**src/rtl/axis_conv_pkg.sv**
```systemverilog
// Shared helpers for the AXI4-Stream width converters.
//   - clog2 / idx_width : counter sizing
//   - widths_ok         : legality check for a wide/narrow width pair
//   - DEF_*_TDATA_WIDTH : default widths (512-bit core side, 64-bit sink side)
//   - state_e           : holding-register state (EMPTY / HOLD)
package axis_conv_pkg;

  localparam int unsigned DEF_S_TDATA_WIDTH = 512;
  localparam int unsigned DEF_M_TDATA_WIDTH = 64;

  typedef enum logic {
    ST_EMPTY = 1'b0,
    ST_HOLD  = 1'b1
  } state_e;

  function automatic int unsigned clog2(input int unsigned n);
    int unsigned r;
    r = 0;
    while ((64'd1 << r) < 64'(n)) r++;
    return r;
  endfunction

  // Index width that never collapses to zero bits.
  function automatic int unsigned idx_width(input int unsigned n);
    return (clog2(n) < 1) ? 1 : clog2(n);
  endfunction

  // Narrow side byte aligned, wide side an integer multiple of it, ratio >= 2.
  function automatic bit widths_ok(input int unsigned s_w, input int unsigned m_w);
    return (m_w >= 8) && (m_w % 8 == 0) && (s_w % m_w == 0) && (s_w / m_w >= 2);
  endfunction

endpackage

```
**src/rtl/axis_keep_last_lane.sv**
```systemverilog
// Finds the highest lane of a TKEEP vector that carries at least one valid byte.
//   keep_i        : byte qualifiers, NUM_LANES lanes of LANE_BYTES bits each
//   last_lane_o   : index of the highest lane with a nonzero slice (0 if none)
//   any_nonzero_o : 1 when any byte of keep_i is set
// Purely combinational.
module axis_keep_last_lane
  import axis_conv_pkg::*;
#(
  parameter  int unsigned NUM_LANES  = 8,
  parameter  int unsigned LANE_BYTES = 8,
  localparam int unsigned IDX_W      = idx_width(NUM_LANES)
) (
  input  logic [NUM_LANES*LANE_BYTES-1:0] keep_i,
  output logic [IDX_W-1:0]                last_lane_o,
  output logic                            any_nonzero_o
);

  always_comb begin
    // NOTE: every output gets a default before the loop so no latch is inferred.
    last_lane_o   = '0;
    any_nonzero_o = 1'b0;
    // Ascending scan: the last hit wins, giving the highest nonzero lane.
    for (int i = 0; i < NUM_LANES; i++) begin
      if (|keep_i[i*LANE_BYTES +: LANE_BYTES]) begin
        last_lane_o   = IDX_W'(i);
        any_nonzero_o = 1'b1;
      end
    end
  end

endmodule

```
**src/rtl/axis_width_downsizer.sv**
```systemverilog
// AXI4-Stream width downsizer: each wide input word is emitted as up to RATIO
// narrow beats, beat k = S_AXIS_TDATA[k*M_W +: M_W].
//   aclk / areset            : clock, asynchronous active-high reset
//   S_AXIS_T{DATA,KEEP,VALID,LAST,READY} : wide slave side
//   M_AXIS_T{DATA,KEEP,VALID,LAST,READY} : narrow master side
// On a TLAST word with TRIM_EN=1, trailing beats whose keep slice is all zero
// are dropped; an all-zero-keep TLAST word still yields one TKEEP=0 beat.
// A new word is accepted on the same edge the last beat of the held word
// leaves, so back-to-back words stream without bubbles.
module axis_width_downsizer
  import axis_conv_pkg::*;
#(
  parameter int unsigned S_TDATA_WIDTH = DEF_S_TDATA_WIDTH,
  parameter int unsigned M_TDATA_WIDTH = DEF_M_TDATA_WIDTH,
  parameter bit          TRIM_EN       = 1'b1
) (
  input  logic                       aclk,
  input  logic                       areset,
  input  logic [S_TDATA_WIDTH-1:0]   S_AXIS_TDATA,
  input  logic [S_TDATA_WIDTH/8-1:0] S_AXIS_TKEEP,
  input  logic                       S_AXIS_TVALID,
  input  logic                       S_AXIS_TLAST,
  output logic                       S_AXIS_TREADY,
  output logic [M_TDATA_WIDTH-1:0]   M_AXIS_TDATA,
  output logic [M_TDATA_WIDTH/8-1:0] M_AXIS_TKEEP,
  output logic                       M_AXIS_TVALID,
  output logic                       M_AXIS_TLAST,
  input  logic                       M_AXIS_TREADY
);

  localparam int unsigned RATIO  = S_TDATA_WIDTH / M_TDATA_WIDTH;
  localparam int unsigned M_KEEP = M_TDATA_WIDTH / 8;
  localparam int unsigned IDX_W  = idx_width(RATIO);

  if (!widths_ok(S_TDATA_WIDTH, M_TDATA_WIDTH)) begin : g_bad_cfg
    $error("axis_width_downsizer: S_TDATA_WIDTH must be a multiple >=2 of a byte-aligned M_TDATA_WIDTH");
  end

  state_e                     state_q;
  logic [IDX_W-1:0]           idx_q;
  logic [IDX_W-1:0]           last_idx_q;
  logic [IDX_W-1:0]           last_idx_d;
  logic [S_TDATA_WIDTH-1:0]   data_q;
  logic [S_TDATA_WIDTH/8-1:0] keep_q;
  logic                       last_q;
  // Holds TREADY low during reset; set on the first edge after release.
  logic                       rdy_en_q;

  logic [IDX_W-1:0] hi_lane;
  logic             any_keep;
  logic             busy;
  logic             at_last;
  logic             m_hs;
  logic             s_hs;

  axis_keep_last_lane #(
    .NUM_LANES (RATIO),
    .LANE_BYTES(M_KEEP)
  ) u_last_lane (
    .keep_i       (S_AXIS_TKEEP),
    .last_lane_o  (hi_lane),
    .any_nonzero_o(any_keep)
  );

  assign busy    = (state_q == ST_HOLD);
  assign at_last = (idx_q == last_idx_q);
  assign m_hs    = busy && M_AXIS_TREADY;

  // Ready depends only on held state and M_AXIS_TREADY, never on S inputs.
  assign S_AXIS_TREADY = rdy_en_q && (!busy || (m_hs && at_last));
  assign s_hs          = S_AXIS_TVALID && S_AXIS_TREADY;

  always_comb begin
    if (TRIM_EN && S_AXIS_TLAST) last_idx_d = any_keep ? hi_lane : '0;
    else                         last_idx_d = IDX_W'(RATIO - 1);
  end

  always_ff @(posedge aclk or posedge areset) begin
    if (areset) begin
      // NOTE: the wide data/keep regs are reset as well so TDATA/TKEEP read 0
      // during and right after reset instead of stale payload.
      state_q    <= ST_EMPTY;
      idx_q      <= '0;
      last_idx_q <= '0;
      data_q     <= '0;
      keep_q     <= '0;
      last_q     <= 1'b0;
      rdy_en_q   <= 1'b0;
    end else begin
      rdy_en_q <= 1'b1;
      if (s_hs) begin
        // Covers both the idle load and the zero-bubble reload on the final beat.
        data_q     <= S_AXIS_TDATA;
        keep_q     <= S_AXIS_TKEEP;
        last_q     <= S_AXIS_TLAST;
        last_idx_q <= last_idx_d;
        idx_q      <= '0;
        state_q    <= ST_HOLD;
      end else if (m_hs) begin
        if (at_last) state_q <= ST_EMPTY;
        else         idx_q   <= idx_q + IDX_W'(1);
      end
    end
  end

  // Output mux reads registers only.
  assign M_AXIS_TVALID = busy;
  assign M_AXIS_TDATA  = data_q[idx_q*M_TDATA_WIDTH +: M_TDATA_WIDTH];
  assign M_AXIS_TKEEP  = keep_q[idx_q*M_KEEP +: M_KEEP];
  assign M_AXIS_TLAST  = busy && last_q && at_last;

endmodule

```
**config.mk**
```make
export PLATFORM = sky130hd
export DESIGN_NAME = axis_width_downsizer
export DESIGN_NICKNAME = d
export VERILOG_FILES = /design/src/rtl/axis_conv_pkg.sv /design/src/rtl/axis_keep_last_lane.sv /design/src/rtl/axis_width_downsizer.sv
export SDC_FILE = /design/constraint.sdc
export NUM_CORES = 2
export LEC_CHECK = 0
export BUFFER_PORTS_ARGS = -buffer_cell sky130_fd_sc_hd__buf_4
export CORE_UTILIZATION = 40
export DETAILED_ROUTE_END_ITERATION = 10
export GPL_TIMING_DRIVEN = 0
export PLACE_DENSITY_LB_ADDON = 0.08
export SLEW_MARGIN = 20
export SYNTH_ARGS = -nofsm -noshare
export SYNTH_HDL_FRONTEND = slang
export SYNTH_SLANG_ARGS = --single-unit
export TNS_END_PERCENT = 10
```
**constraint.sdc**
```tcl
create_clock -name aclk -period 16.8 [get_ports aclk]
set_clock_uncertainty 0.1 [all_clocks]
set_input_delay 1.68 -clock aclk [delete_from_list [all_inputs] [get_ports aclk]]
set_output_delay 1.68 -clock aclk [all_outputs]
set_load 0.01 [all_outputs]
```
-- Word level (Yosys, flattened, before mapping)
Cells that the tools add are included.
- input bits: 581
- register bits after elaboration: 585
- output and inout port bits: 75
- word-level logic and storage cells: 55
- shifts and indexed selects: 2
- eq/ne operators: 2
- reductions and logical operators: 20
- add/sub/neg operators: 1
- mux-type cells: 23
- operators by type and width (cell ; number):
    $shiftx A512 B10 Y64 ; 1
    $reduce_or A8 Y1 ; 8
    $shiftx A64 B7 Y8 ; 1
    $mux W3 ; 9
    $mux W1 ; 12
    $logic_and A1 B1 Y1 ; 6
    $mux W2 ; 2
    $reduce_and A2 Y1 ; 2
    $reduce_bool A2 Y1 ; 2
    $add A3 B1 Y3 const B ; 1
    $eq A3 B3 Y1 ; 1
    $ne A2 B1 Y1 const B ; 1
    $logic_not A1 Y1 ; 1
    $logic_or A1 B1 Y1 ; 1

-- Logic depth before layout (Yosys ltp)
- depth in word-level cells: 11
- mapped depth: 9

-- Cells and area by module
From an unflattened synthesis, not the netlist that was laid out.
- cells, all modules: 1550
- area total of the unflattened synthesis: 26568.0 um^2
- by module, submodules not included (module ; sequential area each (um^2) ; instances ; area an instance (um^2) ; cells an instance):
    axis_width_downsizer ; 14639.0 ; 1 ; 26321.5 ; 1518
    axis_keep_last_lane ; 0.0 ; 1 ; 246.5 ; 32

-- Least setup slack after synthesis
No wires, ideal clock.
- kind: input port to output port
- start point: in M_AXIS_TREADY
- end point: out S_AXIS_TREADY
- slack: 13.023 ns
- stages on the path: 2
- arrival: 1.997 ns
- required time: 15.020 ns
- cells stage by stage: a21o_1 -> and2_1
- cells in the longest elaborated chain, start to end: 4
- RTL lines (element ; RTL line ; text):
    start: declaration ; axis_width_downsizer.sv:28 ; input logic M_AXIS_TREADY
    $logic_and A1 B1 Y1 ; axis_width_downsizer.sv:67 ; assign m_hs = busy && M_AXIS_TREADY;
    $logic_and A1 B1 Y1 ; axis_width_downsizer.sv:70 ; assign S_AXIS_TREADY = rdy_en_q && (!busy || (m_hs && at_last));
    $logic_or A1 B1 Y1 ; axis_width_downsizer.sv:70 ;
    $logic_and A1 B1 Y1 ; axis_width_downsizer.sv:70 ;
    end: declaration ; axis_width_downsizer.sv:23 ; output logic S_AXIS_TREADY,
No other way between the ends.

-- Final worst setup path
- start point: reg idx_q[1]
- end point: out M_AXIS_TDATA[55]
- cells in the longest elaborated chain, start to end: 1
- RTL lines (element ; RTL line ; text):
    start: declaration ; axis_width_downsizer.sv:40 ; logic [IDX_W-1:0] idx_q;
    start signal: assignment ; axis_width_downsizer.sv:101 ; else idx_q <= idx_q + IDX_W'(1);
    $shiftx A512 B10 Y64 ; axis_width_downsizer.sv:108 ; assign M_AXIS_TDATA = data_q[idx_q*M_TDATA_WIDTH +: M_TDATA_WIDTH];
    end: declaration ; axis_width_downsizer.sv:24 ; output logic [M_TDATA_WIDTH-1:0] M_AXIS_TDATA,
No other way between the ends.

==> run summary <==
Status: finished clean
Yosys Warn Count: 0
Clk_lat worst skew: 0.61 ns
Fin. max-slew vios: 0
Crit path DAT: 3.62 ns
Port Buffers: 655
List of most frequent post-synthesis cells: 585 x dfrtp_1, 350 x mux2_4, 237 x mux2_2
CP top delay family: buffers and inverters
Placed cells: 3273
1st-pass router iterations: 5
Post-route DRC: 0
Die Ht: 265 um
Ports: 656
Layout cell share with drive strength beyond 1: 0.648
Pre-CTS setup slack: 12.00 ns
Yosys top cell by area: dfrtp_1
Synth Flop Type: dfrtp_1
TritonCTS Buffers: 69
Pwr Density: 195 mW/mm2
Unique masters post-synth: 39
H-Tree Depth: 3
Final worst slack: 11.40 ns
Nets@finish: 2995
HPWL Detailed: 68600 um
Leakage: 17.0 nW
WHS: 0.373 ns
Horiz. Die Dim: 265 um
Crit path time final: 5.40 ns
Via count: 17492
Post-CTS Setup Inserts: 0
WS Path Type: register to output port
Initial antenna violation count: 48
Syn Area/Cell: 16.6 um2
Post-Layout Cell Count: 3418
Setup TNS: 0 ns
Initial DRC count: 810
Startpoint Class: register
Tot GR Track Use: 0.262
Crit-path slowest cell: buf_1
CP max stage delay: 0.93 ns
Post-DP Area: 0.0342 mm2
Register area share after synthesis: 0.528
Clock-pin slew on the worst setup and hold paths: 0.06 ns
Asr flop ratio synth: 1.00
Worst relative slew slack: 0.185
Worst setup EP type: output port
Required @ worst endpoint: 15.02 ns
Largest net degree at the start of global routing: 35
Initial Utilization: 0.404
Syn Nets: 2249
Area grow syn2layout: 31.8%
Netlist Area Pre-Place: 0.0277 mm2
Synth top area cells: dfrtp_1 53%, mux2_4 19%, mux4_2 12%, mux2_2 9.6%, nand2_1 2.4%
Core area: 0.0686 mm2
CTS tree: yes
Met3 GRT Util: 0.0889
RSZ-0062 raised after global routing: no
Hold Path Class: register to register
CTS Root Cell: clkbuf_16
Grt ovf: 0
Count leader, synth: dfrtp_1
Final ANT Viol Nets: 0
Number of synthesized flops with an enable pin: 0
Placer Congestion: 0.862
Met2 Use GR: 0.432
Clock Sinks: 585
FP Rows: 96
Met1 layer usage reported by global route: 0.322
Final Hold Vio Count: 0
Full die area: 0.0704 mm2
Max Freq: 0.185 GHz
Worst path cell trace: buf_1 -> clkbuf_1 -> mux4_2 -> mux2_2 -> buf_4
Busiest grt layer: met2
Vias in the first global route: 19627
Drt total wl: 91800 um
Synth Register Bits: 585
Gates resized, CTS repair: 0
Drt wl/cell: 26.9 um
Final instance area: 0.0366 mm2
Largest fanout on the critical path: 10
Synth Instances: 1667
Clock buffer depth: 3
# hold bufs at CTS: 0
First-pass GRT wire length: 133000 um
Fin crit share: 0.322
Crit path buffers/inverters: 3
Transition time of the tightest slew-check pin: 1.22 ns
Setup violations, final: 0
Max cap viols: 0
VDD IR max: 0.000124 V
Area share of the largest cell type after synthesis: 0.528
Vias/cell: 5.12
## where the power goes
| part | total (mW) | switching [mW] | internal, mW |
|---|---|---|---|
| Combinational | 3.13 | 1.21 | 1.93 |
| Sequential | 2.49 | 0.383 | 2.10 |
| Clock | 1.52 | 0.619 | 0.899 |
| Total | 7.14 | 2.21 | 4.93 |
## stage by stage
step | power [mW] | utilization
floorplan | 4.57 | -
global placement | 5.58 | 0.493
detailed placement | 5.65 | 0.499
CTS | 7.21 | 0.532
global route | 7.50 | 0.533
finish | 7.14 | 0.533
## flip-flops by register name (all words and copies together), names as in the netlist
name	flops
data_q	512
keep_q	64
idx_q	3
last_idx_q	3
M_AXIS_TVALID	1
last_q	1
rdy_en_q	1
## placed cells by master, fill, tap and decap left out, types with 4 or more instances in the layout
cell type | Yosys | layout
buf_2 | 35 | 35
nor4_1 | 10 | 10
clkbuf_1 | 22 | 38
mux4_2 | 144 | 144
or4_1 | 4 | 4
a21oi_1 | 4 | 4
clkbuf_16 | 0 | 71
dfrtp_1 | 585 | 585
mux2_2 | 237 | 237
diode_2 | 0 | 23
mux2_4 | 350 | 350
buf_1 | 8 | 8
clkinv_2 | 0 | 9
nor2_1 | 4 | 4
buf_4 | 7 | 662
buf_12 | 0 | 18
mux2_1 | 6 | 6
clkbuf_8 | 0 | 17
nand2_1 | 174 | 174
buf_6 | 40 | 40
## logic make-up after synthesis
kind of cell | count (synthesis) | share of synthesized area
multiplexers | 738 | 0.406
flip-flops | 585 | 0.528
AND/OR/NAND/NOR | 202 | 0.0299
buffers and inverters | 116 | 0.0291
AO/OA/AOI/OAI | 18 | 0.00506
XOR/XNOR | 6 | 0.00190
adder cells (fa/ha/maj) | 1 | 0.000451
other | 1 | 0.000135
## metal layers
layer,wire length [um],part of all wire
met5,299,0.0033
met4,2560,0.028
met3,6910,0.075
met2,45500,0.50
met1,36600,0.40
## worst paths after layout
kind	from	endpoint	slack, ns	cells past startpoint
setup reg to reg	idx_q[1]	idx_q[1]	14.30	5
min in group asynchronous	areset	data_q[265]	1.01	2
hold / removal	keep_q[31]	keep_q[31]	0.37	2
max in group asynchronous	areset	data_q[490]	14.08	7
setup / recovery	idx_q[1]	M_AXIS_TDATA[55]	11.40	5
hold reg to reg	keep_q[31]	keep_q[31]	0.37	2
## worst min-delay path, cell delays in order, from the launching register on
cell,delay (ns)
dfrtp_1,0.34
nand2_1,0.05
nand2_1,0.05
## cell type report
class / count / area, um2
diodes: 23 / 57.6
plain buffers: 112 / 793
multi-input cells: 966 / 12300
clock buffers: 106 / 2080
repair buffers: 675 / 5330
clock inverters: 16 / 185
inverters: 4 / 18.8
well taps: 931 / 1160
fillers: 5803 / 32000
flip-flops and latches: 585 / 14600
Power figures use the tool's default switching activity.
